--- src/rtl/io_interrupt_ctrl.sv ---
`default_nettype none
// +--------------------------------------------------------------------------+
// | io_interrupt_ctrl : edge-captured, masked, fixed-priority interrupt      |
// |                     controller with 64-bit vector and IO register port   |
// | Revision: 1.0                                                            |
// +--------------------------------------------------------------------------+
module io_interrupt_ctrl #(
   parameter int unsigned NUM_IRQ    = 8,
   parameter logic [63:0] VEC_BASE   = 64'h0000_0000_0000_0100,
   parameter logic [63:0] VEC_STRIDE = 64'h10
) (
   input  logic               clk,
   input  logic               reset,
   input  logic [NUM_IRQ-1:0] irq,
   output logic               interrupt,
   input  logic               int_ack,
   output logic [63:0]        int_vector,
   input  logic               io_cs,
   input  logic               io_wr,
   input  logic [1:0]         io_addr,
   input  logic [63:0]        io_din,
   output logic [63:0]        io_dout
);

   localparam logic [1:0] c_IDLE    = 2'd0;
   localparam logic [1:0] c_ASSERT  = 2'd1;
   localparam logic [1:0] c_SERVICE = 2'd2;

   localparam logic [1:0] c_ADDR_MASK   = 2'd0;
   localparam logic [1:0] c_ADDR_PEND   = 2'd1;
   localparam logic [1:0] c_ADDR_STATUS = 2'd2;
   localparam logic [1:0] c_ADDR_EOI    = 2'd3;

   logic [NUM_IRQ-1:0] r_irq_q;
   logic               r_ack_q;
   logic [NUM_IRQ-1:0] r_pending;
   logic [NUM_IRQ-1:0] r_mask;
   logic [NUM_IRQ-1:0] r_in_service;
   logic [1:0]         r_state;
   logic [2:0]         r_idx;
   logic [63:0]        r_int_vector;
   logic               r_interrupt;
   logic [63:0]        r_io_dout;

   logic               w_wr;
   logic               w_rd;
   logic               w_wr_mask;
   logic               w_wr_eoi;
   logic [NUM_IRQ-1:0] w_w1c;
   logic [NUM_IRQ-1:0] w_rise;
   logic               w_ack_rise;
   logic [NUM_IRQ-1:0] w_eligible;
   logic               w_any;
   logic [2:0]         w_sel;
   logic [NUM_IRQ-1:0] w_mask_nxt;
   logic [NUM_IRQ-1:0] w_pend_keep;
   logic [7:0]         w_mask8;
   logic [7:0]         w_pend8;
   logic               w_abort;
   logic               w_take_ack;
   logic [NUM_IRQ-1:0] w_ack_clr;
   logic [63:0]        w_status;
   logic [63:0]        w_rd_data;

   assign w_wr      = io_cs & io_wr;
   assign w_rd      = io_cs & ~io_wr;
   assign w_wr_mask = w_wr & (io_addr == c_ADDR_MASK);
   assign w_wr_eoi  = w_wr & (io_addr == c_ADDR_EOI);
   assign w_w1c     = (w_wr && io_addr == c_ADDR_PEND) ? io_din[NUM_IRQ-1:0] : '0;

   assign w_rise     = irq & ~r_irq_q;
   assign w_ack_rise = int_ack & ~r_ack_q;
   assign w_eligible = r_pending & r_mask;
   assign w_any      = |w_eligible;

   // Descending scan so the lowest set index is the last one written.
   always_comb begin
      w_sel = 3'd0;
      for (int i = int'(NUM_IRQ) - 1; i >= 0; i--) begin
         if (w_eligible[i]) begin
            w_sel = 3'(i);
         end
      end
   end

   // The request being asserted is withdrawn if this cycle's mask write or
   // W1C would leave it disabled or not pending; a same-cycle edge keeps it.
   assign w_mask_nxt  = w_wr_mask ? io_din[NUM_IRQ-1:0] : r_mask;
   assign w_pend_keep = (r_pending & ~w_w1c) | w_rise;
   assign w_mask8     = 8'(w_mask_nxt);
   assign w_pend8     = 8'(w_pend_keep);
   assign w_abort     = ~(w_mask8[r_idx] & w_pend8[r_idx]);
   assign w_take_ack  = (r_state == c_ASSERT) & ~w_abort & w_ack_rise;

   always_comb begin
      w_ack_clr = '0;
      for (int i = 0; i < int'(NUM_IRQ); i++) begin
         w_ack_clr[i] = w_take_ack & (r_idx == 3'(i));
      end
   end

   always_comb begin
      w_status                = '0;
      w_status[NUM_IRQ-1:0]   = r_in_service;
      w_status[10:8]          = (r_state != c_IDLE) ? r_idx : 3'd0;
      w_status[63]            = r_interrupt;
   end

   always_comb begin
      w_rd_data = '0;
      case (io_addr)
         c_ADDR_MASK:   w_rd_data = 64'(r_mask);
         c_ADDR_PEND:   w_rd_data = 64'(r_pending);
         c_ADDR_STATUS: w_rd_data = w_status;
         c_ADDR_EOI:    w_rd_data = '0;
         default:       w_rd_data = '0;
      endcase
   end

   always_ff @(posedge clk) begin
      if (!reset) begin
         r_irq_q      <= '0;
         r_ack_q      <= 1'b0;
         r_pending    <= '0;
         r_mask       <= '0;
         r_in_service <= '0;
         r_io_dout    <= '0;
      end else begin
         r_irq_q      <= irq;
         r_ack_q      <= int_ack;
         r_pending    <= (r_pending & ~(w_w1c | w_ack_clr)) | w_rise;
         r_mask       <= w_mask_nxt;
         r_in_service <= (w_wr_eoi ? '0 : r_in_service) | w_ack_clr;
         if (w_rd) begin
            r_io_dout <= w_rd_data;
         end
      end
   end

   always_ff @(posedge clk) begin
      if (!reset) begin
         r_state      <= c_IDLE;
         r_idx        <= 3'd0;
         r_int_vector <= '0;
         r_interrupt  <= 1'b0;
      end else begin
         case (r_state)
            c_IDLE: begin
               if (w_any) begin
                  r_idx        <= w_sel;
                  r_int_vector <= VEC_BASE + 64'(w_sel) * VEC_STRIDE;
                  r_interrupt  <= 1'b1;
                  r_state      <= c_ASSERT;
               end
            end
            c_ASSERT: begin
               if (w_abort) begin
                  r_interrupt <= 1'b0;
                  r_state     <= c_IDLE;
               end else if (w_ack_rise) begin
                  r_interrupt <= 1'b0;
                  r_state     <= c_SERVICE;
               end
            end
            c_SERVICE: begin
               if (w_wr_eoi) begin
                  r_state <= c_IDLE;
               end
            end
            default: begin
               r_interrupt <= 1'b0;
               r_state     <= c_IDLE;
            end
         endcase
      end
   end

   assign interrupt  = r_interrupt;
   assign int_vector = r_int_vector;
   assign io_dout    = r_io_dout;

endmodule
`default_nettype wire

--- config.mk ---
export PLATFORM = sky130hd
export DESIGN_NAME = io_interrupt_ctrl
export DESIGN_NICKNAME = d
export VERILOG_FILES = /design/src/rtl/io_interrupt_ctrl.sv
export SDC_FILE = /design/constraint.sdc
export NUM_CORES = 1
export LEC_CHECK = 0
export ABC_CLOCK_PERIOD_IN_PS = 3400
export CAP_MARGIN = 40
export CORE_UTILIZATION = 35
export DETAILED_ROUTE_END_ITERATION = 16
export PLACE_DENSITY = 0.79
export SYNTH_ARGS = -nofsm -noshare
export SYNTH_HDL_FRONTEND = slang
export SYNTH_SLANG_ARGS = --single-unit
--- constraint.sdc ---
create_clock -name clk -period 3.4 [get_ports clk]
set_input_delay 0.68 -clock clk [delete_from_list [all_inputs] [get_ports clk]]
set_output_delay 0.68 -clock clk [all_outputs]
set_load 0.05 [all_outputs]
==> results.toml, run 1 <==
[placement]
dp_slack_ns = 0.266
portBuffers = 39
gp_congestion = 0.911
dp.final_hpwl_um = 5230

[setup_path]
cp_max_fo = 10
cp_cell_sequence = "clkdlybuf4s50_1, and4b_1, a21boi_0, o2111ai_1, o22ai_1, and4_4, a211oi_1"
worstSetupPathType = "in -> reg"
critPathArrivalTime_ns = 3.07
path_buf_inv = 1
cpPeakStageDelay_ns = 0.58
crit_family = "compound AO/OA/AOI/OAI gates"
crit_path_top_delay_cell = "clkdlybuf4s50_1"
critical_path_required_ns = 3.63
worstSetupEndpointType = "register"
worst_setup_path_start_kind = "primary input"

[floorplanning]
rows = 35
coreArea_um2 = 9200
chipHeight_um = 99.2
dieArea_um2 = 9830
pin_count = 208
die_w_um = 99.2
start_util_pct = 35.9

[finish]
drive_gt1_share_pct = 5.66
fillCellCount = 955
n_antenna_cell = 0
area_growth_pct = 5.30
final_cell_mix = "conb_1, dfxtp_1, clkdlybuf4s50_1"
fin_nets = 520
final_common_cell = "conb_1"

[drt]
viasPerCell = 4.68
firstDrtPassIters = 4
drtIter0Drc = 224
drc = 0
vias = 2590
wl_um = 6760
ant_nets = 0
wl_per_cell_um = 12.2

[clock_network]
cts_root_buf = "clkbuf_8"
cts.sinks = 52
cts_buffer_depth = 2
insertion_delay_ns = 0.32
holdBufCountCts = 0
cts_setup_buffers = 0
cts_buffers = 5
cts_tree = "yes"
h-tree-depth = 2
clk_transition_reported_paths_ns = 0.10
cts_resized = 0

[logic_synthesis]
synthDistinctLibCells = 52
yosysSeqAreaShare_pct = 31.5
synth_edf_count = 0
synth_top_area_share_pct = 31.5
synthTopCellsByArea = "dfxtp_1, buf_4, nand2_1"
async_reset_ff_share_pct = 0
synth_ff_type = "dfxtp_1"
avgSynthCellArea_um2 = 8.12
netlist_area_um2 = 3300
synth-seq-cells = 52
syn_inst = 407
synth_top_cell_by_area = "dfxtp_1"
yosys_warnings = 0

[job]
cap_viol_max_count = 0

[power_and_ir_drop]
p_total_mw = 1.49
power.density_nw_per_um2 = 428
p_leak_nw = 1.41
max-vdd-ir-drop_v = 0.000135

[grt]
grt_max_degree = 33
grt_use_total_pct = 13.6
grt_pass1_wl_um = 10600
grt_overflow = 0
grt_antenna_before_repair = 0
grt_pass1_vias = 2232

[sta]
fin_skew_ns = 0.0105
final.setup.tns_ns = 0
layout_setup_ws_ns = 0.559
maxSlewViolCount = 0
relSlewSlack_pct = 48.8
finalHoldWorstSlack_ns = 0.460
finalHoldViolations = 0
rsz0062_at_grt = "no"
worst_pin_slew_ns = 0.767
min_period_ns = 2.84
setup_viol = 0
max_freq_ghz = 0.352
finalCritPeriodShare_pct = 83.6

[worst_hold_path]
hp-class = "reg -> reg"

[status]
status = "complete, no violations"
-- path summary, 6_finish.rpt --
| kind | startpoint | end | slack, ns | cells after the start |
|---|---|---|---|---|
| max reg2reg | r_idx[1] | r_in_service[6] | 0.85 | 6 |
| min | io_dout[63] | io_dout[63] | 0.46 | 2 |
| min reg2reg | io_dout[63] | io_dout[63] | 0.46 | 2 |
| max | io_wr | r_pending[6] | 0.56 | 7 |
-- worst register-to-register path, cell delays in order, from the launching register on --
cell,delay (ns)
dfxtp_1,0.69
nand2b_1,0.43
nor3_1,0.10
or4_1,0.47
a21oi_1,0.28
nand4_1,0.25
o31ai_1,0.26
-- cell type report --
cell class | instances | area, um^2 | area share (%)
multi-input cells | 333 | 1750 | 50.2
flip-flops and latches | 52 | 1040 | 29.9
repair buffers | 46 | 443 | 12.7
well taps | 111 | 139 | 3.99
clock buffers | 6 | 82.6 | 2.37
clock inverters | 2 | 15.0 | 0.431
inverters | 3 | 11.3 | 0.324
-- cells by family (layout without fill, tap and decap cells) --
logic type	Yosys count	after routing	synth area share [%]
AOI/OAI and AO/OA	73	73	14.6
muxes	15	15	4.96
other	1	112	0.113
and+or+nand+nor	133	133	20.6
DFF	52	52	31.5
buffers and inverters	133	57	28.2
-- metal layers --
metal	wire, um	track usage (%)
met5	0	0
met4	102	4.75
met3	516	2.67
met2	3280	23.2
met1	2860	17.1
-- registers in the layout (all words and copies together), names as in the netlist --
register	flops
r_ack_q	1
r_in_service	8
r_pending	8
r_state	2
r_idx	2
interrupt	1
r_irq_q	8
int_vector	2
io_dout	12
r_mask	8
-- metrics by stage --
| step | utilization (%) | cells | area (um^2) |
|---|---|---|---|
| 2_1_floorplan | - | 518 | 3720 |
| 3_5_place_dp | 36.8 | 545 | 3380 |
| 5_1_grt | 37.8 | 553 | 3480 |
| 3_3_place_gp | 36.8 | 545 | 3380 |
| 4_1_cts | 37.8 | 553 | 3480 |
| 6_report | 37.8 | 553 | 3480 |
-- synthesized netlist by cell type, drive strengths merged, types with 2 or more instances --
cell    instances
buf           118
and2           13
o22ai           2
o21ai           9
nand4           2
a211oi         12
mux2i          13
or2             4
nor2           29
clkbuf         12
a21boi          3
nor2b          12
nand2b          5
a21oi          25
inv             2
nand2          39
o211ai          2
o221ai          2
nand3           6
dfxtp          52
o31ai           6
nor3           14
-- power breakdown --
| group | switching [mW] | internal, mW | leakage [nW] | total [mW] |
|---|---|---|---|---|
| combinational | 0.377 | 0.0805 | 0.940 | 0.457 |
| sequential | 0.0198 | 0.632 | 0.426 | 0.652 |
| clock | 0.215 | 0.165 | 0.0434 | 0.380 |
| total | 0.612 | 0.878 | 1.41 | 1.49 |
(Power assumes the default switching activity.)
==> inputs of run 2 (changes only) <==
- ABC_CLOCK_PERIOD_IN_PS: 3400 -> 2800
- clock period: 3.4 -> 2.8 ns (I/O delays scaled with it)
==> results.toml, run 2 (synthesized netlist as in run 1, its figures left out) <==
[placement]
portBuffers = 39
gp_congestion = 0.934
dp.cells = 554
dp.final_hpwl_um = 5360

[drt]
drc = 0
vias = 2570
drtIter0Drc = 204
wl_per_cell_um = 12.1
viasPerCell = 4.57
ant_nets = 0
wl_um = 6790
firstDrtPassIters = 4

[finish]
fin_nets = 529
final_common_cell = "conb_1"
area_growth_pct = 8.29
n_antenna_cell = 0
largest_register_ffs = 12
layout.cells.non_filler = 562
final_cell_mix = "conb_1, dfxtp_1, clkdlybuf4s50_1"
post-route-util_pct = 38.9
drive_gt1_share_pct = 7.76

[clock_network]
holdBufCountCts = 0
insertion_delay_ns = 0.30
cts_tree = "yes"
cts_buffer_depth = 2
cts.sinks = 52
clk_transition_reported_paths_ns = 0.09
h-tree-depth = 2
cts_root_buf = "clkbuf_8"
cts_buffers = 5

[setup_path]
path_buf_inv = 3
crit_path_top_delay_cell = "clkdlybuf4s50_1"
worstSetupEndpointType = "register"
worst_setup_path_start_kind = "primary input"
cp_cell_sequence = "clkdlybuf4s50_1, buf_4, nand4bb_1, o221ai_1, a32o_1, o22ai_1, buf_4, nand4_1, o31ai_1"
critical_path_required_ns = 3.01
crit_family = "buffers and inverters"
critPathArrivalTime_ns = 2.80
worstSetupPathType = "in -> reg"
cpPeakStageDelay_ns = 0.53
cp_max_fo = 10
cpMostUsedCell = "buf_4"

[sta]
finalHoldViolations = 0
maxSlewViolCount = 0
rsz0062_at_grt = "no"
fin_skew_ns = 0.00888
finalHoldWorstSlack_ns = 0.455
worst_pin_slew_ns = 0.705
setup_viol = 0
min_period_ns = 2.59
max_freq_ghz = 0.385
relSlewSlack_pct = 52.4
finalCritPeriodShare_pct = 92.7

[status]
status = "complete, no violations"

[worst_hold_path]
hp-class = "reg -> reg"

[grt]
grt_pass1_vias = 2317
use_met1_pct = 17.0
use_met3_pct = 3.02
grt_antenna_before_repair = 0
grt_max_degree = 33
grt_overflow = 0
busiest_layer = "met2"
grt_use_total_pct = 13.8
grt_pass1_wl_um = 11000
grt_util_met2_pct = 24.0

[floorplanning]
die_w_um = 99.2
pin_count = 208
chipHeight_um = 99.2
start_util_pct = 35.9
rows = 35
dieArea_um2 = 9830
coreArea_um2 = 9200

[job]
cap_viol_max_count = 0

[power_and_ir_drop]
p_leak_nw = 1.48
power.density_nw_per_um2 = 529
max-vdd-ir-drop_v = 0.000220
p_total_mw = 1.89
## run 2: cell count changes in the layout (fill, tap and decap cells not counted)
cell	delta
a21boi_0	-1
a21boi_1	+1
buf_4	+9
bufinv_16	+1
clkinv_4	+1
clkinvlp_4	-2
o32ai_1	-1
o32ai_2	+1
## run 2: routing by layer
layer	vias up	wire length, um
met2	137	3330
met4	0	131
met3	14	490
met5	-	0
met1	1168	2840
li1	1251	-
## run 2: cell type report
cell class	count	area, um^2
Fill cell	915	5620
Timing Repair Buffer	55	510
Inverter	3	11.3
Tap cell	111	139
Sequential cell	52	1040
Multi-Input combinational cell	333	1760
Clock inverter	2	38.8
Clock buffer	6	82.6
## run 2: timing repair
action / in CTS / in global routing
resized for setup: 0 / 2
buffers inserted: 0 / 0
endpoints found under the setup margin: 0 / 12
## run 2: worst paths after layout
path | from | to | slack [ns] | cells after the start
worst max-delay path | io_addr[0] | r_in_service[7] | 0.21 | 9
worst min-delay path | r_in_service[1] | r_in_service[1] | 0.45 | 2
worst max register to register | r_idx[1] | r_in_service[7] | 0.47 | 6
worst min register to register | r_in_service[1] | r_in_service[1] | 0.45 | 2
## run 2: worst reg2reg max path: stages, from the launching register on
cell      delay, ns
dfxtp_1        0.48
nand2b_1       0.40
nor3_1         0.10
or4_1          0.47
a21oi_1        0.27
nand4_1        0.25
o31ai_1        0.28
## run 2: power breakdown
group | switching (mW) | internal, mW
registers | 0.0226 | 0.768
logic | 0.460 | 0.104
clock network | 0.247 | 0.292
total | 0.729 | 1.16
## run 2: stage by stage
stage	TNS [ns]	instance area, um^2	setup slack, ns
after floorplan	0	3720	0.442
after global placement	-0.441	3450	-0.0560
after detailed placement	-1.63	3450	-0.147
after CTS	0	3570	0.148
after global routing	0	3580	0.0313
final	0	3580	0.205
==> inputs of run 3 (changes only) <==
- MAX_ROUTING_LAYER: default -> met4
==> results.toml, run 3 (synthesized netlist as in run 1, its figures left out) <==
[clock_network]
cts_buffer_depth = 2
cts_buffers = 5
cts_tree = "yes"
holdBufCountCts = 0
insertion_delay_ns = 0.32
cts.sinks = 52
clk_transition_reported_paths_ns = 0.10
cts_setup_buffers = 0
cts_resized = 0
cts_root_buf = "clkbuf_8"
h-tree-depth = 2

[setup_path]
worst_setup_path_start_kind = "primary input"
critPathArrivalTime_ns = 2.77
r2r_setup_slack_ns = 0.55
cpMostUsedCell = "a21oi_1"
path_buf_inv = 1
worstSetupEndpointType = "register"
crit_family = "simple AND/OR/NAND/NOR gates"
crit_path_top_delay_cell = "clkdlybuf4s50_1"
cp_cell_sequence = "clkdlybuf4s50_1, and4bb_1, mux4_2, a21oi_1, nor4b_4, a221o_1, a21oi_1"
worstSetupPathType = "in -> reg"
reg2reg_to = "r_in_service[7]"
cp_max_fo = 5
worst_r2r_path_depth = 6
critical_path_required_ns = 3.00
r2r_start = "r_idx[1]"
cpPeakStageDelay_ns = 0.55

[finish]
final_cell_mix = "conb_1, dfxtp_1, clkdlybuf4s50_1"
final_common_cell = "conb_1"
drive_gt1_share_pct = 7.74
stdcell_area_um2 = 3570
area_growth_pct = 8.10
fin_nets = 530
n_antenna_cell = 0
largest_register_ffs = 12
layout.cells.non_filler = 563

[grt]
grt_pass1_vias = 2289
grt_antenna_before_repair = 0
grt_max_degree = 33
grt_pass1_wl_um = 10800
grt_use_total_pct = 14.1
grt_overflow = 0

[power_and_ir_drop]
power.density_nw_per_um2 = 529
p_total_mw = 1.89
max-vdd-ir-drop_v = 0.000221
p_leak_nw = 1.47

[drt]
vias = 2658
wl_um = 6800
firstDrtPassIters = 5
viasPerCell = 4.72
wl_per_cell_um = 12.1
drc = 0
drtIter0Drc = 196
ant_nets = 0

[job]
cap_viol_max_count = 0

[floorplanning]
dieArea_um2 = 9830
chipHeight_um = 99.2
die_w_um = 99.2
start_util_pct = 35.9
coreArea_um2 = 9200
pin_count = 208
rows = 35

[status]
status = "complete, no violations"

[sta]
rsz0062_at_grt = "no"
setup_viol = 0
min_period_ns = 2.58
finalCritPeriodShare_pct = 92.0
layout_setup_ws_ns = 0.223
finalHoldWorstSlack_ns = 0.460
worst_pin_slew_ns = 0.793
relSlewSlack_pct = 46.4
finalHoldViolations = 0
fin_skew_ns = 0.0109
max_freq_ghz = 0.388
maxSlewViolCount = 0

[worst_hold_path]
hold_end = "io_dout[10]"
hold_start = "io_dout[10]"
hold_depth = 2
hp-class = "reg -> reg"

[placement]
portBuffers = 39
dp.final_hpwl_um = 5290
gp_congestion = 0.959
dp.cells = 555
dp_slack_ns = -0.0712
placed_area_um2 = 3460
run 3: cell count changes in the layout (fill, tap and decap cells not counted), sizes merged:
cell / delta
clkinv: -1
clkbuf: -1
inv: +1
buf: +1
clkinvlp: +1
run 3: worst max path at each step:
stage               slack (ns)           end       start  cells past startpoint
floorplan                 0.44  r_pending[4]    r_idx[0]                      8
global route              0.09  r_pending[7]       io_wr                      7
CTS                       0.25  r_pending[0]       io_wr                      7
global placement         -0.07  r_pending[0]  io_addr[0]                      7
detailed placement       -0.07  r_pending[0]       io_wr                      7
finish                    0.22  r_pending[0]       io_wr                      7
run 3: area by class of cell:
class / instances / area (um^2)
Fill cell: 949 / 5620
Timing Repair Buffer: 56 / 518
Clock inverter: 3 / 46.3
Multi-Input combinational cell: 333 / 1750
Tap cell: 111 / 139
Clock buffer: 5 / 68.8
Inverter: 3 / 11.3
Sequential cell: 52 / 1040
run 3: metrics by stage:
stage | TNS, ns | util, %
floorplan | 0 | -
global placement | -0.234 | 37.6
detailed placement | -0.425 | 37.6
CTS | 0 | 38.8
global route | 0 | 38.8
finish | 0 | 38.8
run 3: power breakdown:
part	switching [mW]	internal, mW
Sequential	0.0222	0.768
Combinational	0.458	0.103
Clock	0.269	0.270
Total	0.750	1.14
run 3: per-layer routing:
metal / vias to the layer above / routed length [um] / track usage, %
met3: 10 / 429 / 2.46
met5: - / 0 / -
met1: 1242 / 3070 / 18.2
li1: 1253 / - / -
met2: 153 / 3200 / 22.6
met4: 0 / 97 / 4.52
run 3: worst min-delay path, cell delays in order (launching register included):
cell and delay [ns]:
dfxtp_1 0.32, nand2_1 0.05, a21oi_1 0.05
==> edit, RTL diff (flow settings as in run 3) <==
`NUM_IRQ`: 8 -> 7.
--- a/src/rtl/io_interrupt_ctrl.sv
+++ b/src/rtl/io_interrupt_ctrl.sv
@@ -5,7 +5,7 @@
 // | Revision: 1.0                                                            |
 // +--------------------------------------------------------------------------+
 module io_interrupt_ctrl #(
-   parameter int unsigned NUM_IRQ    = 8,
+   parameter int unsigned NUM_IRQ    = 7,
    parameter logic [63:0] VEC_BASE   = 64'h0000_0000_0000_0100,
    parameter logic [63:0] VEC_STRIDE = 64'h10
 ) (
Interface: changed (resized irq); port bits go from 208 to 207. No check against the original RTL was run, so the function may have changed too.
==> edit against run 3 <==
- the flow now finishes with violations (design-rule violations)
- wire length is 2.8% lower
- global-route usage shrank 0.084 points
- power fell by 10%
- design area is 4.6% lower
- synthesized area is 2.8% lower
- sequential cell count decreased by 5
- worst setup slack worse by 21 ps
==> edit: results (changes against run 3) <==
[setup_path]
rrSetupSlack_ps=450  ; -100 ps
worst_ep_arrival_time_ps=2760  ; about the same

[outcome]
status=finished, violations left
violations=design-rule violations

[global_route]
gr-usage-met2=0.225  ; -0.00116
grt_max_degree=22  ; -33%

[timing]
fin_worst_skew_ps=11.7  ; +0.732 ps
tightest_slew_ps=696  ; -96.9 ps
timing.fmax_mhz=385  ; -0.82%

[placed_design]
dp_hpwl_um=5220  ; -1.4%
placed_cells=527  ; -5.0%
gp_congestion=0.926  ; -3.5%

[layout]
nNetsFinal=504  ; -4.9%
final_layout_size_suffix_gt1_frac=0.0960  ; +0.0186
largest_register_ffs=11  ; -1

[routing]
wl_met1_um=2830  ; -7.7%
wl_met2_um=3190  ; -0.53%
drt_first_pass_iters=12  ; +7
route.detailed.drc=32  ; +32
wl_met3_um=474  ; +10%
wl_um=6610  ; -2.8%
dr.first_iter.drc_count=236  ; +20%

[power_and_ir_drop]
vdd_drop_max_mv=0.188  ; -15%
comb_power_mw=0.543  ; -3%

[synth]
synth_area_leaders=dfxtp_1 (29%), buf_4 (27%), mux2i_1 (4.1%)

## edit: cell count changes after synthesis, moves of 4 or more
cell,run 3,this run
dfxtp_1,52,47
a211oi_1,12,7
nand3_1,6,10
o21ai_0,5,1
nor3_1,14,18
nand2_1,38,24
a211oi_2,0,4
nand2b_1,5,11
a21oi_1,25,15
o31ai_1,6,1
## edit: through the flow
| stage | total power [mW] | area [µm²] |
|---|---|---|
| 2_1_floorplan | 1.31 | 3630 |
| 4_1_cts | 1.70 | 3410 |
| 5_1_grt | 1.77 | 3410 |
| 3_3_place_gp | 1.27 | 3310 |
| 3_5_place_dp | 1.27 | 3310 |
| 6_report | 1.70 | 3410 |
## edit: cell type report
type | instances | area [µm²] | share of cell area
flip-flops and latches | 47 | 941 | 0.276
clock buffers | 6 | 82.6 | 0.0242
multi-input cells | 317 | 1740 | 0.512
well taps | 108 | 135 | 0.0397
clock inverters | 2 | 16.3 | 0.00477
repair buffers | 51 | 473 | 0.139
inverters | 4 | 15.0 | 0.00441
